**src/rtl/dma_target_pkg.sv**
```systemverilog
// Shared types and constants for the DMA write target: write FSM states and AXI response codes.
package dma_target_pkg;

  typedef enum logic [1:0] {
    IDLE,
    DELIVER,
    RESP
  } wr_state_t;

  localparam logic [1:0] RESP_OKAY   = 2'b00;
  localparam logic [1:0] RESP_SLVERR = 2'b10;

endpackage

```
**src/rtl/dma_write_target.sv**
```systemverilog
// AXI4-Lite write responder: captures AW/W, range-checks the address, hands the write to fabric
// over a valid/ready sideband and answers B only after the consumer accepts. Reads get SLVERR.
module dma_write_target
  import dma_target_pkg::*;
#(
  parameter int                            C_S_AXI_ADDR_WIDTH = 32,
  parameter int                            C_S_AXI_DATA_WIDTH = 32,
  parameter logic [C_S_AXI_ADDR_WIDTH-1:0] ADDR_BASE          = '0,
  parameter logic [C_S_AXI_ADDR_WIDTH-1:0] ADDR_SPAN          = C_S_AXI_ADDR_WIDTH'('h1000)
) (
  input  logic                            S_AXI_ACLK,
  input  logic                            S_AXI_ARESET,
  input  logic [C_S_AXI_ADDR_WIDTH-1:0]   S_AXI_AWADDR,
  input  logic                            S_AXI_AWVALID,
  output logic                            S_AXI_AWREADY,
  input  logic [C_S_AXI_DATA_WIDTH-1:0]   S_AXI_WDATA,
  input  logic [C_S_AXI_DATA_WIDTH/8-1:0] S_AXI_WSTRB,
  input  logic                            S_AXI_WVALID,
  output logic                            S_AXI_WREADY,
  output logic [1:0]                      S_AXI_BRESP,
  output logic                            S_AXI_BVALID,
  input  logic                            S_AXI_BREADY,
  input  logic [C_S_AXI_ADDR_WIDTH-1:0]   S_AXI_ARADDR,
  input  logic                            S_AXI_ARVALID,
  output logic                            S_AXI_ARREADY,
  output logic [C_S_AXI_DATA_WIDTH-1:0]   S_AXI_RDATA,
  output logic [1:0]                      S_AXI_RRESP,
  output logic                            S_AXI_RVALID,
  input  logic                            S_AXI_RREADY,
  output logic [C_S_AXI_ADDR_WIDTH-1:0]   address,
  output logic [C_S_AXI_DATA_WIDTH-1:0]   data,
  output logic [C_S_AXI_DATA_WIDTH/8-1:0] strobe,
  output logic                            write_valid,
  input  logic                            write_ready,
  output logic [15:0]                     error_count
);

  localparam int STRB_W = C_S_AXI_DATA_WIDTH / 8;

  wr_state_t                   state_q, state_d;
  logic                        aw_cap_q, aw_cap_d, w_cap_q, w_cap_d;
  logic                        awready_q, awready_d, wready_q, wready_d;
  logic [C_S_AXI_ADDR_WIDTH-1:0] addr_q, addr_d;
  logic [C_S_AXI_DATA_WIDTH-1:0] data_q, data_d;
  logic [STRB_W-1:0]           strb_q, strb_d;
  logic                        wvalid_q, wvalid_d, bvalid_q, bvalid_d;
  logic [1:0]                  bresp_q, bresp_d;
  logic [15:0]                 err_q, err_d;
  logic                        arready_q, rvalid_q;
  logic [1:0]                  rresp_q;

  // One extra bit so BASE+SPAN at the top of the address space cannot wrap to a small value.
  logic [C_S_AXI_ADDR_WIDTH:0] addr_ext, lo_ext, hi_ext;
  logic                        in_window;
  assign addr_ext  = {1'b0, addr_q};
  assign lo_ext    = {1'b0, ADDR_BASE};
  assign hi_ext    = lo_ext + {1'b0, ADDR_SPAN};
  assign in_window = (addr_ext >= lo_ext) && (addr_ext < hi_ext);

  logic unused_araddr;
  assign unused_araddr = ^S_AXI_ARADDR;

  // NOTE: every register uses non-blocking assignments and resets asynchronously, so all
  // state settles together on the edge and outputs drop the moment reset asserts.
  always_ff @(posedge S_AXI_ACLK or posedge S_AXI_ARESET) begin
    if (S_AXI_ARESET) begin
      state_q   <= IDLE;
      aw_cap_q  <= 1'b0;
      w_cap_q   <= 1'b0;
      awready_q <= 1'b0;
      wready_q  <= 1'b0;
      addr_q    <= '0;
      data_q    <= '0;
      strb_q    <= '0;
      wvalid_q  <= 1'b0;
      bvalid_q  <= 1'b0;
      bresp_q   <= RESP_OKAY;
      err_q     <= '0;
    end else begin
      state_q   <= state_d;
      aw_cap_q  <= aw_cap_d;
      w_cap_q   <= w_cap_d;
      awready_q <= awready_d;
      wready_q  <= wready_d;
      addr_q    <= addr_d;
      data_q    <= data_d;
      strb_q    <= strb_d;
      wvalid_q  <= wvalid_d;
      bvalid_q  <= bvalid_d;
      bresp_q   <= bresp_d;
      err_q     <= err_d;
    end
  end

  // NOTE: every variable gets its hold value first so no path through the case infers a latch.
  always_comb begin
    state_d   = state_q;
    aw_cap_d  = aw_cap_q;
    w_cap_d   = w_cap_q;
    awready_d = awready_q;
    wready_d  = wready_q;
    addr_d    = addr_q;
    data_d    = data_q;
    strb_d    = strb_q;
    wvalid_d  = wvalid_q;
    bvalid_d  = bvalid_q;
    bresp_d   = bresp_q;
    err_d     = err_q;
    unique case (state_q)
      IDLE: begin
        if (aw_cap_q && w_cap_q) begin
          awready_d = 1'b0;
          wready_d  = 1'b0;
          if (in_window) begin
            state_d  = DELIVER;
            wvalid_d = 1'b1;
          end else begin
            state_d  = RESP;
            bvalid_d = 1'b1;
            bresp_d  = RESP_SLVERR;
            if (err_q != 16'hFFFF) err_d = err_q + 16'd1;
          end
        end else begin
          if (S_AXI_AWVALID && awready_q) begin
            aw_cap_d = 1'b1;
            addr_d   = S_AXI_AWADDR;
          end
          if (S_AXI_WVALID && wready_q) begin
            w_cap_d = 1'b1;
            data_d  = S_AXI_WDATA;
            strb_d  = S_AXI_WSTRB;
          end
          awready_d = !aw_cap_d;
          wready_d  = !w_cap_d;
        end
      end
      DELIVER: begin
        if (write_ready) begin
          state_d  = RESP;
          wvalid_d = 1'b0;
          bvalid_d = 1'b1;
          bresp_d  = RESP_OKAY;
        end
      end
      RESP: begin
        if (S_AXI_BREADY) begin
          state_d   = IDLE;
          bvalid_d  = 1'b0;
          aw_cap_d  = 1'b0;
          w_cap_d   = 1'b0;
          awready_d = 1'b1;
          wready_d  = 1'b1;
        end
      end
      default: state_d = IDLE;
    endcase
  end

  // Read responder, independent of the write FSM: every read is answered with SLVERR.
  always_ff @(posedge S_AXI_ACLK or posedge S_AXI_ARESET) begin
    if (S_AXI_ARESET) begin
      arready_q <= 1'b0;
      rvalid_q  <= 1'b0;
      rresp_q   <= RESP_OKAY;
    end else if (!rvalid_q) begin
      if (S_AXI_ARVALID && arready_q) begin
        arready_q <= 1'b0;
        rvalid_q  <= 1'b1;
        rresp_q   <= RESP_SLVERR;
      end else begin
        arready_q <= 1'b1;
      end
    end else if (S_AXI_RREADY) begin
      rvalid_q  <= 1'b0;
      arready_q <= 1'b1;
    end
  end

  assign S_AXI_AWREADY = awready_q;
  assign S_AXI_WREADY  = wready_q;
  assign S_AXI_BVALID  = bvalid_q;
  assign S_AXI_BRESP   = bresp_q;
  assign S_AXI_ARREADY = arready_q;
  assign S_AXI_RVALID  = rvalid_q;
  assign S_AXI_RRESP   = rresp_q;
  assign S_AXI_RDATA   = '0;
  assign address       = addr_q;
  assign data          = data_q;
  assign strobe        = strb_q;
  assign write_valid   = wvalid_q;
  assign error_count   = err_q;

endmodule

```
**config.mk**
```make
export PLATFORM = sky130hd
export DESIGN_NAME = dma_write_target
export DESIGN_NICKNAME = d
export VERILOG_FILES = /design/src/rtl/dma_target_pkg.sv /design/src/rtl/dma_write_target.sv
export SDC_FILE = /design/constraint.sdc
export NUM_CORES = 1
export LEC_CHECK = 0
export BUFFER_PORTS_ARGS = -buffer_cell sky130_fd_sc_hd__buf_2
export CAP_MARGIN = 20
export CORE_AREA = 2 2 149 78
export DETAILED_ROUTE_END_ITERATION = 7
export DIE_AREA = 0 0 151 80
export GPL_ROUTABILITY_DRIVEN = 0
export PLACE_DENSITY = 0.76
export SLEW_MARGIN = 20
export SYNTH_ARGS = -nofsm -noshare
export SYNTH_HDL_FRONTEND = slang
export SYNTH_SLANG_ARGS = --single-unit
```
**constraint.sdc**
```tcl
create_clock -name S_AXI_ACLK -period 2.7 [get_ports S_AXI_ACLK]
set_input_delay 0 -clock S_AXI_ACLK [delete_from_list [all_inputs] [get_ports S_AXI_ACLK]]
set_output_delay 0 -clock S_AXI_ACLK [all_outputs]
set_load 0.005 [all_outputs]
```
==> flow_summary.toml, run 1 <==
[status]
outcome = "completed"

[flow_run]
max-cap-violations = 0

[die]
start_util_pct = 40.4
die_y_microns = 80
rows = 27
fp.dieArea_sq_um = 12100
core_sq_um = 10700
fp.dieW_microns = 151
io_pins = 234

[route]
avgViaCountPerCell = 4.61
drc = 0
drt-total-wl_microns = 11200
drt-pass1-iter-count = 4
antenna_left = 0
wl_per_cell_microns = 15.4
num_vias = 3348
initialDrtViolationCount = 99

[grt]
grt_pass1_wl_microns = 17700
grtUsageTotal_pct = 19.2
grt_max_degree = 53
grt-ovfl-total = 0
antenna_found_initial = 0
first_global_vias = 3589

[worst_setup_path]
endpoint_kind = "register"
critPathMaxFanout = 14
arrival_ns = 2.31
path_class = "reg2reg"
required_ns = 2.92
startpoint_type = "register"

[cts]
cts_resized = 0
cts.clk_slew.worst_paths_ns = 0.07
clkLatencyLatePin_ns = 0.34
cts_buffers = 9
cts_max_level = 3
clk_path_buf_depth = 2
cts_setup_buffers = 0
clock-sinks = 96
clockRootBuffer = "clkbuf_16"
cts_tree = "built"

[yosys]
synth_seq_cells = 96
synthDistinctLibCells = 44
yosysSeqAreaShare_pct = 55.4
postSynthAreaPerCell_sq_um = 13.1
synthArstFlopShare_pct = 100
yosysWarnings = 0
ys.flop_type = "dfrtp_1"
synth_edf_count = 0
syn_area_sq_um = 4340
syn_inst = 331

[placed_design]
portBuffers = 167
dp.cells = 637
dpl.hpwl_microns = 7420

[layout]
diodes = 0
drive_gt1_share_pct = 46.7
area_growth_pct = 43.7
fin_cells = 727
final_nets = 689

[timing]
skew_ns = 0.00945
rsz0062_at_grt = "no"
timing.fmax_mhz = 479
setup-violations-final = 0
layout_min_cycle_time_ns = 2.09
hold_viol_final = 0
worst_slew_pin_slew_ns = 0.644
relSlewSlack_pct = 57.1
maxSlewViolCount = 0
fin_crit_sh_pct = 77.3
tns_ns = 0

[min_path]
min_path_type = "in2reg"

[pwr]
p_leak_nw = 3.10
irDropWorstVdd_mv = 0.502
powerDensity_nw_per_um2 = 947
layout by cell type, fill, tap and decap left out, drive strengths merged:
cell type,n
buf,173
dfrtp,96
dlygate4sd3,74
mux2,69
conb,34
nand2,22
inv,15
xor2,13
nor4,11
clkbuf,10
o21ai,6
nor3,6
a21oi,5
nor2,5
nand3,4
ha,4
nand4,4
and3,4
mux2i,3
and4,3
a211oi,3
nor4b,2
xnor2,2
nand2b,2
a31oi,2
and2,2
o21bai,1
nor2b,1
a221o,1
o2111ai,1
nand3b,1
a21o,1
o21a,1
clkinv,1
where the power goes:
part           switching [mW]  total (mW)  internal [mW]
Sequential              0.424        2.49           2.07
Clock                   0.590        1.27          0.675
Combinational           0.921        2.14           1.22
final timing paths:
| kind | startpoint | end | slack (ns) | cells past startpoint |
|---|---|---|---|---|
| worst max-delay path | address[14] | error_count[1] | 0.61 | 5 |
| worst min-delay path | S_AXI_WVALID | w_cap_q | 0.03 | 3 |
| worst max register to register | address[14] | error_count[1] | 0.61 | 5 |
| worst min register to register | S_AXI_RRESP[1] | S_AXI_RRESP[1] | 0.48 | 1 |
| max in group asynchronous | S_AXI_ARESET | data[20] | 1.60 | 4 |
| min in group asynchronous | S_AXI_ARESET | data[26] | 0.32 | 3 |
through the flow:
step	area (sq um)	total power, mW	worst slack [ns]	utilization (%)	hold slack [ns]
6_report	6230	5.90	0.613	58.0	0.0263
5_1_grt	6230	6.31	0.466	58.0	0.0555
4_1_cts	6230	5.92	0.579	58.0	0.0109
3_5_place_dp	5190	4.55	0.606	48.4	0.138
3_3_place_gp	5190	4.43	0.621	48.4	0.131
2_1_floorplan	4460	3.64	0.195	-	0.150
worst max-delay path, cell delays in order (launching register included):
cell     delay [ns]
dfrtp_1        0.40
nor4_1         0.35
nand3_1        0.33
nor2_4         0.49
nor4_4         0.10
mux2_4         0.31
cell usage after synthesis (2+ instances only):
| master | instances | area share, % |
|---|---|---|
| dfrtp_1 | 96 | 55 |
| nor4_1 | 7 | 1.0 |
| nand2_1 | 22 | 1.9 |
| nand4_1 | 3 | 0.43 |
| and3_1 | 3 | 0.43 |
| and4_4 | 2 | 0.52 |
| nand3_1 | 4 | 0.46 |
| nor4_2 | 2 | 0.58 |
| a211oi_1 | 2 | 0.35 |
| mux2i_1 | 3 | 0.69 |
| nor4b_2 | 2 | 0.69 |
| buf_4 | 34 | 5.9 |
| mux2_2 | 68 | 18 |
| xnor2_1 | 2 | 0.40 |
| buf_2 | 8 | 0.92 |
| a31oi_1 | 2 | 0.29 |
| nor4_4 | 2 | 0.98 |
| o21ai_0 | 6 | 0.69 |
| xor2_1 | 13 | 2.6 |
| nor2_1 | 4 | 0.35 |
| nand2b_1 | 2 | 0.29 |
| a21oi_1 | 5 | 0.58 |
| ha_1 | 4 | 1.2 |
| inv_1 | 10 | 0.87 |
| nor3_1 | 6 | 0.69 |
layout make-up:
type,instances,area [sq um]
multi-input combinational,213,1690
timing repair buffer,247,1620
inverter,10,40.0
clock inverter,6,57.6
sequential,96,2400
clock buffer,10,239
tap,145,181
fill,876,4510
state kept, by name, summed over array words and instances (netlist names), 2 cells and up:
register / cells
address: 32
data: 32
error_count: 16
strobe: 4
state_q: 2
timing repair:
| item | CTS | global route |
|---|---|---|
| endpoints found under the hold margin | 125 | 0 |
| setup endpoints to repair | 0 | 0 |
| hold buffers | 74 | 0 |
logic make-up (layout without fill, tap and decap cells):
kind of cell,Yosys count,count (layout),share of synthesized area (%)
xor gates and xnor gates,15,15,3.03
muxes,72,72,18.7
buffers and inverters,55,273,8.48
and+or+nand+nor,67,67,10.0
DFF,96,96,55.4
AOI/OAI and AO/OA,21,21,3.14
other,1,34,0.0865
adders and majority gates,4,4,1.15
layer usage:
| layer | GRT usage [%] | vias to the layer above | wire (microns) |
|---|---|---|---|
| met5 | 0 | - | 0 |
| li1 | - | 1577 | - |
| met3 | 6.06 | 13 | 698 |
| met2 | 33.6 | 119 | 5730 |
| met1 | 22.9 | 1639 | 4630 |
| met4 | 5.42 | 0 | 118 |
Power figures use the tool's default switching activity.
==> run 2, diff against run 1 <==
- CORE_AREA: 2 2 149 78 -> 2 2 142 75
- DIE_AREA: 0 0 151 80 -> 0 0 144 77
- PLACE_DENSITY: 0.76 -> 0.79
- clock period: 2.7 -> 2.1 ns (I/O delays scaled with it)
==> run 2 against run 1 <==
  * Non-clock buffer count is 1 lower
  * Sequential share of layout area is 0.13 points lower
  * Clock-buffer cell count is 1 lower
  * Largest cell class unchanged
  * Design area is 0.34% higher
  * Wire length is 2.6% higher
==> flow_summary.toml, run 2 (synthesis gave the netlist of run 1 again) <==
[timing]
timing.fmax_mhz = 515
rsz0062_at_grt = "no"
worst_slew_pin_slew_ns = 0.514
setup-violations-final = 0
maxSlewViolCount = 0
whs_ns = 0.0124
tns_ns = 0
setup_ws_ns = 0.157
skew_ns = 0.00808
fin_crit_sh_pct = 92.5
layout_min_cycle_time_ns = 1.94
relSlewSlack_pct = 65.7
hold_viol_final = 0

[grt]
grt_max_degree = 97
grt-ovfl-total = 0
antenna_found_initial = 0
grt_pass1_wl_microns = 17500
grtUsageTotal_pct = 20.3
first_global_vias = 3384

[die]
start_util_pct = 44.0
fp.dieArea_sq_um = 11100
die_y_microns = 77
core_sq_um = 9860
fp.dieW_microns = 144
rows = 26
io_pins = 234

[cts]
cts_max_level = 3
clockRootBuffer = "clkbuf_16"
cts.clk_slew.worst_paths_ns = 0.07
cts_buffers = 9
clk_path_buf_depth = 2
clkLatencyLatePin_ns = 0.33
clock-sinks = 96
cts_tree = "built"

[route]
drc = 0
num_vias = 3372
antenna_left = 0
wl_per_cell_microns = 15.9
avgViaCountPerCell = 4.68
initialDrtViolationCount = 96
drt-total-wl_microns = 11500
drt-pass1-iter-count = 4

[pwr]
powerDensity_nw_per_um2 = 1210
irDropWorstVdd_mv = 0.666
p_leak_nw = 3.10

[worst_setup_path]
r2r-end = "error_count[15]"
critPathMaxFanout = 11
crit_path_max_incr_delay_ns = 0.42
arrival_ns = 2.14
reg2reg_from = "address[14]"
cpMostUsedCell = "nor4_1"
path_class = "reg2reg"
required_ns = 2.30
path_depth = 6
crit_slowest_cell = "dfrtp_1"
endpoint_kind = "register"
startpoint_type = "register"
crit_family = "simple AND/OR/NAND/NOR gates"
path_cells = "nor4_1 > nand3_1 > nor2_4 > buf_12 > nor4_1 > xor2_1"
critPathBufInv = 1
regToRegSetupSlack_ns = 0.16
reg2regPathDepth = 6

[layout]
fin_cells = 721
diodes = 0
drive_gt1_share_pct = 47.0
final_nets = 688
area_growth_pct = 44.2
utilization_pct = 63.4
final_cell_mix = "buf_2, dfrtp_1, dlygate4sd3_1"
mostFrequentLayoutCell = "buf_2"

[min_path]
min_path_type = "in2reg"
hold_path_depth = 4
hold_start = "write_ready"
worstHoldEndpoint = "S_AXI_BRESP[1]"

[placed_design]
dpl.hpwl_microns = 7290
dp.cells = 632
portBuffers = 167
pre_cts_ws_ns = 0.135

[flow_run]
max-cap-violations = 0

[status]
outcome = "completed"
==> run 2: layout make-up <==
cell class | count | area, sq um
clock inverter | 7 | 63.8
timing repair buffer | 246 | 1650
clock buffer | 9 | 225
multi-input combinational | 213 | 1700
tap | 140 | 175
inverter | 10 | 41.3
sequential | 96 | 2400
fill | 763 | 3600
==> run 2: repair_timing <==
item,in CTS,in global routing
setup endpoints to repair,0,2
resized for setup,0,1
endpoints found under the hold margin,169,0
hold buffers,73,0
buffers inserted,0,0
==> run 2: power by group <==
group          internal, mW  switching (mW)  total [mW]  leakage (nW)
sequential             2.66           0.560        3.22          1.15
clock                 0.828           0.734        1.56         0.136
combinational          1.59            1.21        2.80          1.81
total                  5.08            2.50        7.58          3.10
==> run 2: routing by layer <==
layer / share of wire (%) / GRT usage, %
met1: 43 / 25.7
met2: 48 / 34.0
met3: 6.7 / 5.75
met4: 1.7 / 5.78
met5: 0 / 0
==> run 2: tightest hold or removal path: stages <==
cell and delay, ns:
buf_2 0.09, nand2_1 0.07, nand2_1 0.06, o21ai_0 0.07
==> run 2: per-stage QoR <==
step,power [mW],cell area (sq um)
after floorplan,4.68,4460
after global placement,5.73,5230
after detailed placement,5.87,5230
after CTS,7.57,6250
after global routing,8.09,6250
final,7.58,6250
==> run 2: how the worst max path moves through the flow <==
stage                      end            from
6_report       error_count[15]     address[14]
5_1_grt        error_count[15]     address[14]
4_1_cts        error_count[14]     address[14]
3_5_place_dp   error_count[14]     address[14]
3_3_place_gp   error_count[14]     address[14]
2_1_floorplan   error_count[1]  error_count[0]
